<file path="src/rtl/pot_dot_product_sequencer.sv">
// pot_dot_product_sequencer
// Streams (activation, power-of-two weight) pairs through a shift multiplier,
// registers each product for one cycle, then accumulates a signed dot product
// of programmable length. The result is held on a valid/ready output until it
// is consumed.
module pot_dot_product_sequencer #(
    parameter int  WEIGHT_BIT_WIDTH = 4,
    parameter int  INPUT_BIT_WIDTH  = 4,
    parameter int  MAX_LEN          = 16,
    localparam int PROD_WIDTH       = INPUT_BIT_WIDTH + (2 ** WEIGHT_BIT_WIDTH) / 2,
    localparam int LEN_WIDTH        = $clog2(MAX_LEN + 1),
    localparam int ACC_WIDTH        = PROD_WIDTH + $clog2(MAX_LEN)
) (
    input  logic                        clk,
    input  logic                        rst,
    input  logic                        start,
    input  logic [LEN_WIDTH-1:0]        len,
    output logic                        busy,
    input  logic                        in_valid,
    output logic                        in_ready,
    input  logic [INPUT_BIT_WIDTH-1:0]  in_data,
    input  logic [WEIGHT_BIT_WIDTH-1:0] in_weight,
    output logic                        out_valid,
    input  logic                        out_ready,
    output logic [ACC_WIDTH-1:0]        out_data
);

    typedef enum logic [1:0] {
        IDLE,
        RUN,
        DRAIN,
        DONE
    } state_e;

    state_e                 state_q, state_d;
    logic [LEN_WIDTH-1:0]   remaining_q, remaining_d;
    logic                   prod_valid_q, prod_valid_d;
    logic [PROD_WIDTH-1:0]  prod_q, prod_d;
    logic [ACC_WIDTH-1:0]   acc_q, acc_d;

    logic [LEN_WIDTH-1:0]   len_clamped;
    logic [PROD_WIDTH-1:0]  prod_mag;
    logic [ACC_WIDTH-1:0]   prod_ext;
    logic                   in_fire;

    // Outputs are pure decodes of registered state, so in_ready never
    // depends on in_valid.
    assign in_ready  = (state_q == RUN) && (remaining_q != '0);
    assign busy      = (state_q != IDLE);
    assign out_valid = (state_q == DONE);
    assign out_data  = acc_q;
    assign in_fire   = in_valid && in_ready;

    // Shift multiplier: the exponent shifts the zero-extended activation, the
    // sign bit negates it (so sign=1, exponent=0 gives -in_data).
    always_comb begin
        len_clamped = (len > LEN_WIDTH'(MAX_LEN)) ? LEN_WIDTH'(MAX_LEN) : len;
        prod_mag    = {{(PROD_WIDTH - INPUT_BIT_WIDTH){1'b0}}, in_data}
                      << in_weight[WEIGHT_BIT_WIDTH-2:0];
        prod_ext    = ACC_WIDTH'($signed(prod_q));
    end

    // Next-state logic for the job FSM, element counter, product stage and
    // accumulator.
    always_comb begin
        // NOTE: every variable gets a default first so no path leaves it
        // unassigned; a missed branch would otherwise infer a latch.
        state_d      = state_q;
        remaining_d  = remaining_q;
        prod_valid_d = in_fire;
        prod_d       = prod_q;
        acc_d        = prod_valid_q ? (acc_q + prod_ext) : acc_q;

        if (in_fire) begin
            prod_d = in_weight[WEIGHT_BIT_WIDTH-1] ? -prod_mag : prod_mag;
        end

        case (state_q)
            IDLE: begin
                if (start) begin
                    acc_d = '0;
                    if (len_clamped != '0) begin
                        remaining_d = len_clamped;
                        state_d     = RUN;
                    end else begin
                        state_d = DONE;
                    end
                end
            end
            RUN: begin
                if (in_fire) begin
                    remaining_d = remaining_q - LEN_WIDTH'(1);
                    if (remaining_q == LEN_WIDTH'(1)) begin
                        state_d = DRAIN;
                    end
                end
            end
            DRAIN: begin
                state_d = DONE;
            end
            DONE: begin
                if (out_ready) begin
                    state_d = IDLE;
                end
            end
            default: begin
                state_d = IDLE;
            end
        endcase
    end

    // State registers; reset aborts any job in flight and discards partial sums.
    always_ff @(posedge clk or posedge rst) begin
        if (rst) begin
            state_q      <= IDLE;
            remaining_q  <= '0;
            prod_valid_q <= 1'b0;
            prod_q       <= '0;
            acc_q        <= '0;
        end else begin
            // NOTE: non-blocking assignments so every flop samples the
            // pre-edge values regardless of statement order.
            state_q      <= state_d;
            remaining_q  <= remaining_d;
            prod_valid_q <= prod_valid_d;
            prod_q       <= prod_d;
            acc_q        <= acc_d;
        end
    end

endmodule

</file>
<file path="config.mk">
export PLATFORM = sky130hd
export DESIGN_NAME = pot_dot_product_sequencer
export DESIGN_NICKNAME = d
export VERILOG_FILES = /design/src/rtl/pot_dot_product_sequencer.sv
export SDC_FILE = /design/constraint.sdc
export NUM_CORES = 1
export LEC_CHECK = 0
export CAP_MARGIN = 20
export CORE_ASPECT_RATIO = 1.4
export CORE_UTILIZATION = 30
export DETAILED_ROUTE_END_ITERATION = 8
export SLEW_MARGIN = 20
export SYNTH_ARGS = -nofsm -noshare
export SYNTH_HDL_FRONTEND = slang
export SYNTH_SLANG_ARGS = --single-unit
</file>
<file path="constraint.sdc">
create_clock -name clk -period 2.7 [get_ports clk]
set_input_delay 0.54 -clock clk [delete_from_list [all_inputs] [get_ports clk]]
set_output_delay 0.54 -clock clk [all_outputs]
set_load 0.005 [all_outputs]
</file>
==> summary.md <==
Entering global routing, the biggest net connects 37 pins. The number of hold buffers added after CTS was 0. The average cell area after synthesis is 8.61 um2. The number of antenna repair diodes came out at 0.

Across the VDD grid, the largest voltage drop is 0.335 mV. The count of cells in the finished layout, fillers not included, comes to 498. After legalization and detailed placement, the total HPWL measured 5120 um.

Measured along the y axis, the die boundary spans 119 um. The count of vias placed by the detailed router is 2554, and the DRC violation total after the first TritonRoute iteration is 57. The largest total area in the synthesized netlist belongs to sky130_fd_sc_hd__dfrtp_1.

During synthesis, Yosys emitted a total of 0 warnings. The power density of the placed cells is 980 mW/mm2, and the required time of the critical path is 2870 ps. After clock tree synthesis, the setup repair step added 0 buffers. The share of async-settable or async-resettable flops after synthesis was 1.00.

Wires add up to 6500 um. The synthesized netlist occupies a cell area of 0.00291 mm2. Before antenna repair, the detailed router went through 4 iterations. The aggregate global-route resource usage was 0.137. The floorplan step defined a die boundary enclosing 0.0101 mm2. The run gives 2610 ps as the worst endpoint data arrival time. Walking the worst path, the cells encountered are clkdlybuf4s50_1 -> nor3b_1 -> a2111oi_4 -> a32oi_2 -> or4_1 -> o211ai_1 -> nand2_1.

The number of synthesized register bits is 36, and the TritonCTS buffer count is 5. TritonCTS built the clock tree. The tools report the number of max-slew violations in the final report as 0.

The clock tree buffer depth is 2, and the count of instances resized after the clock tree is built is 0. After synthesis, the cell types taking the most area are sky130_fd_sc_hd__dfrtp_1 (31%), sky130_fd_sc_hd__ha_1 (10%), sky130_fd_sc_hd__nand2_1 (6.3%). In the routed design, unresolved DRC markers number 0.

After clock tree synthesis, the clock-pin slew on the worst setup and hold paths is 50 ps. The initial core utilization is 0.308. The number of global-route vias before repair came out at 2412. In this run the worst path has a maximum fanout of 6.

Counting flops with a built-in enable in the synthesized netlist gives 0. For this run, the top clock speed supported by timing is 410 MHz. Among all stages on the critical path, the largest delay is contributed by sky130_fd_sc_hd__clkdlybuf4s50_1.

The area overhead of the layout relative to synthesis is 25.3%. The total congestion overflow after global routing was 0; the static leakage was 1.66 nW. The tools report the final core utilization as 0.385. Clock skew on the completed layout was measured at 6.30 ps. The count of boundary I/O pins is 37, and the count of distinct cell types in the synthesized netlist is 57. The core outline area came out at 0.00946 mm2.

The number of buffer and inverter stages on the critical path was 1. The number of nets still failing antenna checks after routing came out at 0. The root buffer selected by CTS is sky130_fd_sc_hd__clkbuf_16. The number of port buffers is 36.

The weighted congestion reported at the end of routability-driven placement is 0.821. The flow ran to the end, and the final reports show no timing, DRC or antenna violations. The max-slew headroom at the worst pin was 0.508. By count the netlist is led by sky130_fd_sc_hd__nand2_1 (49), sky130_fd_sc_hd__dfrtp_1 (36), sky130_fd_sc_hd__a21oi_1 (27).

Final layout net count: 431. The logs give 0.310 for the sequential area share after synthesis and 36 for the number of sinks handled by clock tree synthesis. The vias per cell is 5.13, and the fraction of post-synthesis cell area in the top cell type by area is 0.310. For this run, the leading register cell type out of synthesis is sky130_fd_sc_hd__dfrtp_1.

The number of maximum-capacitance violations was 0. The post-detailed-route wirelength per cell was 13.1 um; the initial antenna violation count was 0. Setup repair after global routing left no endpoint under its margin. The number of placed instances, taps included, is 491. The type of the worst setup path is in -> reg. Measured along the x axis, the die boundary spans 85.2 um.

In the synthesized netlist, the number of instances is 338. Minimum clock period after layout: 2440 ps. CTS built an H-tree with a depth of 2. The most common cell in the synthesized netlist is sky130_fd_sc_hd__nand2_1.

The proportion of layout cells with a drive suffix above 1 came out at 0.0954. The final count of negative-setup-slack endpoints came out at 0. The largest single stage delay on the critical path is 640 ps.

For the pin with the worst max-slew slack, the measured transition is 738 ps. The post-route clock period utilization was 0.902. Kind of end point of the critical path: a flop. On the critical path the largest part of the delay comes from compound AO/OA/AOI/OAI gates.

The first global-routing pass estimated 11000 um of wire. STA classifies the critical path startpoint as a primary input. The clock reaches the later pin of the worst-skew pair after 290 ps.

In this run the worst hold path is classified as reg -> reg. The number of nets in the synthesized netlist is 381. The number of hold violations in the final report came out at 0. The initialized floorplan defines 42 standard-cell rows.
==> cell type report <==
cell class | instances | area (um2)
Timing Repair Buffer | 57 | 518
Multi-Input combinational cell | 277 | 1900
Fill cell | 983 | 5810
Inverter | 11 | 41.3
Sequential cell | 36 | 901
Clock buffer | 7 | 153
Tap cell | 110 | 138
==> cells by family after synthesis <==
| kind of cell | count (synthesis) | share of synthesized area |
|---|---|---|
| compound gates | 102 | 0.240 |
| flops | 36 | 0.310 |
| buf+inv | 25 | 0.0387 |
| xor+xnor | 19 | 0.0572 |
| simple gates | 116 | 0.191 |
| mux | 15 | 0.0529 |
| fa+ha+maj | 25 | 0.110 |
==> stage by stage <==
step | setup TNS [ps] | setup WS, ps | power, mW | hold WS [ps] | area, um2
final | 0 | 263 | 3.57 | 488 | 3650
after global routing | 0 | 97.6 | 3.92 | 518 | 3650
after CTS | 0 | 263 | 3.61 | 495 | 3650
after detailed placement | -58.0 | -44.4 | 2.99 | 483 | 3490
after global placement | -12.0 | -12.0 | 2.94 | 481 | 3490
after floorplan | 0 | 540 | 2.35 | 453 | 2910
==> report_power, final <==
group | switching, mW | internal [mW]
clock network | 0.218 | 0.387
registers | 0.208 | 0.776
logic | 1.04 | 0.948
total | 1.46 | 2.11
==> worst register-to-register path, cell delays in order, from the launching register on <==
cell and delay (ps):
sky130_fd_sc_hd__dfrtp_1 390, sky130_fd_sc_hd__inv_1 120, sky130_fd_sc_hd__ha_1 180, sky130_fd_sc_hd__inv_1 70
sky130_fd_sc_hd__a21oi_1 190, sky130_fd_sc_hd__nand2_1 160, sky130_fd_sc_hd__a21oi_1 630, sky130_fd_sc_hd__o21ai_0 220
sky130_fd_sc_hd__a22o_1 270
==> final timing paths <==
| path | cells after the start | startpoint | to | slack, ps |
|---|---|---|---|---|
| max | 7 | in_weight[1] | prod_q[11] | 260 |
| min | 2 | prod_q[8] | prod_q[8] | 490 |
| max reg2reg | 8 | state_q[1] | remaining_q[2] | 360 |
| min reg2reg | 2 | prod_q[8] | prod_q[8] | 490 |
| max in group asynchronous | 3 | rst | out_data[3] | 1710 |
| min in group asynchronous | 3 | rst | out_data[14] | 650 |
==> layer usage <==
layer / vias to the layer above / GRT usage / wire (um)
met5: - / 0 / 0
met4: 0 / 0.0742 / 161
met3: 10 / 0.0237 / 200
met2: 43 / 0.242 / 3390
met1: 1182 / 0.155 / 2750
li1: 1319 / - / -
==> cell usage in the layout, fill, tap and decap left out, types with 7 or more instances in the layout <==
master and count:
sky130_fd_sc_hd__mux2i_1 12, sky130_fd_sc_hd__a21oi_1 27, sky130_fd_sc_hd__o21ai_0 16, sky130_fd_sc_hd__xnor2_1 7, sky130_fd_sc_hd__buf_4 21, sky130_fd_sc_hd__ha_1 24
sky130_fd_sc_hd__a21o_1 9, sky130_fd_sc_hd__nand3b_1 8, sky130_fd_sc_hd__inv_1 10, sky130_fd_sc_hd__clkdlybuf4s50_1 36, sky130_fd_sc_hd__dfrtp_1 36, sky130_fd_sc_hd__nor2_1 25
sky130_fd_sc_hd__nand2_1 49, sky130_fd_sc_hd__xor2_1 12, sky130_fd_sc_hd__o21ai_1 15
==> sequential cells by signal (all words and copies together), names as in the netlist <==
signal	cells
prod_q	12
remaining_q	5
state_q	2
prod_valid_q	1
out_data	16
(Power assumes the default switching activity.)
